## src/rtl/pipe_pkg.sv

```systemverilog
// Shared pipeline definitions: register width, stage indices and the
// scoreboard entry tracked for each downstream stage.
package pipe_pkg;

    localparam int REG_W    = 4;
    localparam int ALU_OP_W = 4;

    localparam int STG_EX  = 0;
    localparam int STG_MEM = 1;
    localparam int STG_WB  = 2;

    typedef struct packed {
        logic             v;
        logic             wr;
        logic [REG_W-1:0] rd;
        logic             ld;
    } sb_entry_t;

    function automatic sb_entry_t sb_bubble();
        sb_entry_t e;
        e.v  = 1'b0;
        e.wr = 1'b0;
        e.rd = {REG_W{1'b0}};
        e.ld = 1'b0;
        return e;
    endfunction

    function automatic logic sb_entry_busy(input sb_entry_t e);
        return e.v & e.wr;
    endfunction

endpackage

```

## src/rtl/sb_compare.sv

```systemverilog
// Compares one ID source operand against every tracked downstream write and
// reports whether that operand cannot be served without stalling.
module sb_compare
    import pipe_pkg::*;
#(
    parameter int DEPTH              = 3,
    parameter int FORWARD            = 1,
    parameter int ZERO_REG_HARDWIRED = 1
) (
    input  sb_entry_t [DEPTH-1:0] sb_entries_s,
    input  logic [REG_W-1:0]      reg_sel_s,
    input  logic                  use_op_s,
    output logic                  conflict_s
);

    logic [DEPTH-1:0] match_s;
    logic             zero_masked_s;

    // Per-entry destination match, with register 0 optionally excluded
    always_comb begin
        match_s       = {DEPTH{1'b0}};
        zero_masked_s = (ZERO_REG_HARDWIRED != 0) && (reg_sel_s == {REG_W{1'b0}});
        for (int k = 0; k < DEPTH; k++) begin
            match_s[k] = sb_entries_s[k].v & sb_entries_s[k].wr &
                         (sb_entries_s[k].rd == reg_sel_s) & ~zero_masked_s;
        end
    end

    // With forwarding only a load still in EX is unresolvable
    always_comb begin
        conflict_s = 1'b0;
        if (FORWARD != 0) begin
            conflict_s = use_op_s & match_s[STG_EX] & sb_entries_s[STG_EX].ld;
        end else begin
            conflict_s = use_op_s & (|match_s);
        end
    end

endmodule

```

## src/rtl/hazard_stall_unit.sv

```systemverilog
// Read-after-write hazard detector: shadows in-flight writes of the downstream
// stages, stalls the IF/ID latch and injects a bubble into EX when needed.
module hazard_stall_unit
    import pipe_pkg::*;
#(
    parameter int DEPTH              = 3,
    parameter int FORWARD            = 1,
    parameter int ZERO_REG_HARDWIRED = 1,
    parameter int CNT_W              = 16
) (
    input  logic             clk,
    input  logic             rst_n,
    input  logic             id_valid,
    input  logic             id_write,
    input  logic [REG_W-1:0] id_writeReg,
    input  logic [REG_W-1:0] id_readReg0,
    input  logic [REG_W-1:0] id_readReg1,
    input  logic             id_immediate,
    input  logic             id_ReadMem,
    input  logic             id_WriteMem,
    input  logic             flush,
    output logic             stall,
    output logic             bubble,
    output logic [1:0]       hazard_src,
    output logic [CNT_W-1:0] stall_count,
    output logic             sb_busy
);

    sb_entry_t [DEPTH-1:0] sb_r;
    sb_entry_t [DEPTH-1:0] sb_next_s;
    logic                  sb_busy_r;
    logic                  busy_next_s;
    logic [CNT_W-1:0]      stall_count_r;
    logic                  use0_s;
    logic                  use1_s;
    logic                  conflict0_s;
    logic                  conflict1_s;
    logic                  stall_s;

    // readReg1 only matters for register-register ops and store data
    assign use0_s = id_valid;
    assign use1_s = id_valid & (~id_immediate | id_WriteMem);

    sb_compare #(
        .DEPTH              (DEPTH),
        .FORWARD            (FORWARD),
        .ZERO_REG_HARDWIRED (ZERO_REG_HARDWIRED)
    ) u_cmp0 (
        .sb_entries_s (sb_r),
        .reg_sel_s    (id_readReg0),
        .use_op_s     (use0_s),
        .conflict_s   (conflict0_s)
    );

    sb_compare #(
        .DEPTH              (DEPTH),
        .FORWARD            (FORWARD),
        .ZERO_REG_HARDWIRED (ZERO_REG_HARDWIRED)
    ) u_cmp1 (
        .sb_entries_s (sb_r),
        .reg_sel_s    (id_readReg1),
        .use_op_s     (use1_s),
        .conflict_s   (conflict1_s)
    );

    assign stall_s     = (conflict0_s | conflict1_s) & ~flush;
    assign hazard_src  = {conflict1_s, conflict0_s};
    assign stall       = stall_s;
    assign bubble      = stall_s;
    assign stall_count = stall_count_r;
    assign sb_busy     = sb_busy_r;

    // Scoreboard next state: flush clears, stall injects a bubble, else accept ID
    always_comb begin
        sb_next_s = sb_r;
        if (flush) begin
            for (int k = 0; k < DEPTH; k++) begin
                sb_next_s[k] = sb_bubble();
            end
        end else begin
            for (int k = DEPTH - 1; k > 0; k--) begin
                sb_next_s[k] = sb_r[k-1];
            end
            if (stall_s) begin
                sb_next_s[STG_EX] = sb_bubble();
            end else begin
                sb_next_s[STG_EX].v  = id_valid;
                sb_next_s[STG_EX].wr = id_write & id_valid;
                sb_next_s[STG_EX].rd = id_writeReg;
                sb_next_s[STG_EX].ld = id_ReadMem & id_valid;
            end
        end
    end

    // Busy flag is computed from the next scoreboard so it can be registered
    always_comb begin
        busy_next_s = 1'b0;
        for (int k = 0; k < DEPTH; k++) begin
            busy_next_s = busy_next_s | sb_entry_busy(sb_next_s[k]);
        end
    end

    // Scoreboard, busy flag and saturating stall counter state
    always_ff @(posedge clk or negedge rst_n) begin
        if (!rst_n) begin
            for (int k = 0; k < DEPTH; k++) begin
                sb_r[k] <= sb_bubble();
            end
            sb_busy_r     <= 1'b0;
            stall_count_r <= {CNT_W{1'b0}};
        end else begin
            sb_r      <= sb_next_s;
            sb_busy_r <= busy_next_s;
            if (stall_s && (stall_count_r != {CNT_W{1'b1}})) begin
                stall_count_r <= stall_count_r + {{(CNT_W-1){1'b0}}, 1'b1};
            end
        end
    end

endmodule

```

## config.mk

```make
export PLATFORM = sky130hd
export DESIGN_NAME = hazard_stall_unit
export DESIGN_NICKNAME = d
export VERILOG_FILES = /design/src/rtl/pipe_pkg.sv /design/src/rtl/sb_compare.sv /design/src/rtl/hazard_stall_unit.sv
export SDC_FILE = /design/constraint.sdc
export NUM_CORES = 1
export LEC_CHECK = 0
export ABC_AREA = 1
export CAP_MARGIN = 40
export CORE_ASPECT_RATIO = 1.2
export CORE_MARGIN = 2
export CORE_UTILIZATION = 30
export DETAILED_ROUTE_END_ITERATION = 16
export DONT_BUFFER_PORTS = 1
export PLACE_DENSITY_LB_ADDON = 0.15
export REMOVE_ABC_BUFFERS = 1
export SLEW_MARGIN = 20
export SYNTH_ARGS = -nofsm -noshare
export SYNTH_HDL_FRONTEND = slang
export SYNTH_HIERARCHICAL = 1
export SYNTH_SLANG_ARGS = --single-unit
```

## constraint.sdc

```tcl
create_clock -name clk -period 2.6 [get_ports clk]
set_input_delay 0.26 -clock clk [delete_from_list [all_inputs] [get_ports clk]]
set_output_delay 0.26 -clock clk [all_outputs]
set_load 0.005 [all_outputs]
```

==> out/summary.md <==
The arrival time reported for the critical path endpoint is 2.11 ns. The core footprint was 0.00530 mm^2. Along the worst path, the maximum fanout reaches 10.

The detail route stage leaves a number of antenna-violating nets equal to 0. Kind of end point of the critical path: a flip-flop. Once the floorplan was initialized, standard cells occupied 31.1% of the core. Setup violations remaining at the end of the flow were counted as 0.

Detailed-route wire length: 3700 um. The CTS root buffer was clkbuf_8. Measured in cells, the most critical reg-to-reg path has a length of 13. The growth of design area from synthesis to finish is 7.90%. The worst flop-to-flop path startpoint was sb_r[5]$_DFF_PN0_. At the pin with the least slew margin, the transition time is 0.325 ns. Detailed routing placed a total of 221 um of wire on met3. The number of port buffers was 0. At the worst endpoint, the required time is 2.81 ns. The accumulated negative setup slack came out at 0 ns. The endpoint of the worst-slack reg-to-reg timing path was stall_count[9]$_DFFE_PN0P_. The clock transition time at the flip-flop clock pins of the worst setup and hold paths was 0.10 ns; the tightest slew margin relative to the limit was 78.3%.

The die covers 0.00610 mm^2. The worst-case IR drop observed on VDD is 0.000141 V. In the final layout, the share of cells above drive strength 1 is 8.63%. Global routing used 13.0% of the available tracks. The post-synthesis instance area was 0.00165 mm^2.

Entering global routing, the biggest net connects 27 pins. The share of total power dissipated in sequential elements is 56.3%. Initial antenna violation count: 0. In the final routed layout, each cell accounts on average for 11.7 um. The die extent in y is 85.2 um, and the length of routed met2 wiring is 1890 um.

In this run the power spent charging and discharging nets is 0.177 mW. The run gives 0 as the overflow left after global routing. TritonCTS built the clock tree.

The floorplan has 29 rows. The class of the most critical hold timing path was input port to flip-flop. In this run the static leakage power is 0.974 nW. The detailed router used layers up to and including met4.

The count of yosys warnings during synthesis is 6, and the worst hold path depth is 1. Dividing the final minimum period by the clock period gives 73.1%. Per report_power, the clock group accounts for 37.0% of the total. For this run, the top clock speed supported by timing is 526 MHz. Registers take 651 um^2. At the end of routability-driven placement, the weighted congestion stood at 0.766. After the last flow step, the layout net total stands at 277. The startpoint of the lowest-slack hold path was flush. The internal power of the cells totals 0.567 mW. The post-detailed-route via-to-cell ratio is 4.57, and the worst clock skew is 0.00572 ns. Net switching is 23.8% of the power. The average size of a mapped cell is 6.48 um^2, and the power share of the combinational group is 6.7%.

For the post-placement setup slack, the log shows 0.647 ns. The repair_antennas step left the layout with diodes totalling 0. Setup repair after global routing left no endpoint under its margin.

The number of standard cells after synthesis was 254. Summing all multi-input logic gate instances after layout gives 793 um^2. Met1 wire length: 1500 um. The hold violation total from the final report was 0; the reg-to-reg setup timing slack was 0.70 ns. Clock latency on the worst-skew pair, taken at its later pin, is 0.28 ns.

For hold timing, the worst endpoint is sb_r[12]$_DFF_PN0_. The number of design rule violations left after detail routing came out at 0. For the first-pass iteration count of the detailed router, the log shows 5. In the post-route analysis, the smallest setup slack over all paths is 0.699 ns. The clock sink count was 26; the count of maximum capacitance violations was 0.

For the number of global-route vias before repair, the log shows 1337. The max-slew violation count was 0. Detailed placement ended at an HPWL of 2880 um. The worst setup path is of the flip-flop to flip-flop kind. The violation count after the first detailed-routing iteration was 32; the top-level I/O count was 41.

The first global-routing pass estimated 6140 um of wire. For the number of levels the H-tree was split into, the log shows 1. The flow ran to the end, and the final reports show no timing, DRC or antenna violations. Measured along the x axis, the die boundary spans 71.6 um.

In this run the deepest clock path goes through 2 buffers. The total CTS buffers was 3. The routed via count is 1448. Element type at the critical path start: a flip-flop. The count of filler cells inserted in the layout is 599, and the power per cell area is 419 mW/mm^2.

The time the final worst path needs with I/O delays and setup is 1.90 ns.
[metal layers]
metal | up-vias | global-route usage [%]
li1 | 753 | -
met1 | 652 | 14.6
met2 | 35 | 22.5
met3 | 8 | 3.33
met4 | 0 | 6.52
met5 | - | 0
[how the worst max path moves through the flow]
| stage | startpoint | end | depth (start not counted) |
|---|---|---|---|
| after floorplan | sb_r[3]$_DFF_PN0_ | stall_count[13]$_DFFE_PN0P_ | 12 |
| after global placement | id_valid | stall_count[7]$_DFFE_PN0P_ | 15 |
| after detailed placement | id_valid | stall_count[10]$_DFFE_PN0P_ | 15 |
| after CTS | sb_r[5]$_DFF_PN0_ | stall_count[8]$_DFFE_PN0P_ | 13 |
| after global routing | sb_r[1]$_DFF_PN0_ | stall_count[7]$_DFFE_PN0P_ | 13 |
| final | sb_r[5]$_DFF_PN0_ | stall_count[9]$_DFFE_PN0P_ | 13 |
[cells in the final DEF, fill, tap and decap left out, types with 2 or more instances in the layout]
cell type / count
nand3_1: 8
nand4_1: 4
clkbuf_8: 4
xnor2_1: 2
xor2_1: 3
inv_1: 38
nand2_2: 4
buf_4: 2
nand2_1: 107
dfrtp_1: 26
nor2_2: 6
o21ai_1: 7
nor2_1: 32
[sequential cells by signal, indices dropped and copies added (netlist names)]
signal       flops
sb_busy          1
sb_r             9
stall_count     16
[timing repair]
action	4_1_cts	5_1_grt
hold buffers	2	0
endpoints found under the hold margin	26	0
setup buffers	0	0
gates resized for setup	0	0
[critical path, cell delays in order (launching register included)]
cell and delay, ns:
dfrtp_1 0.40, nand2_1 0.07, inv_1 0.05, nand2_1 0.04, nor2_1 0.09, nand2_1 0.07
nor2_2 0.12, nor2_1 0.10, nor2_4 0.16, inv_1 0.07, nor2_1 0.28, buf_4 0.24
nand2_1 0.06, o21ai_1 0.06
[through the flow]
step | hold WS, ns | instances | instance area (um^2) | util, % | power [mW]
after detailed placement | -0.0349 | 311 | 1690 | 31.9 | 0.465
after floorplan | -0.0356 | 247 | 1600 | - | 0.458
after global routing | 0.0202 | 317 | 1780 | 33.5 | 0.784
after CTS | 0.0267 | 317 | 1780 | 33.5 | 0.755
final | 0.0298 | 317 | 1780 | 33.5 | 0.744
after global placement | -0.0351 | 311 | 1690 | 31.9 | 0.464
[final cells by class]
cell class | count | share of cell area, %
inverter | 40 | 8.73
sequential | 26 | 36.6
multi-input combinational | 181 | 44.6
clock buffer | 4 | 3.10
timing repair buffer | 4 | 2.54
tap | 62 | 4.37
[power groups by stage]
stage	Sequential, mW	Clock, mW	Combinational (mW)
final	0.419	0.276	0.0499
after global routing	0.421	0.304	0.0587
after CTS	0.419	0.285	0.0513
after detailed placement	0.427	0	0.0375
after global placement	0.427	0	0.0370
after floorplan	0.426	0	0.0326
No activity file was read; power rests on OpenSTA's default activity.
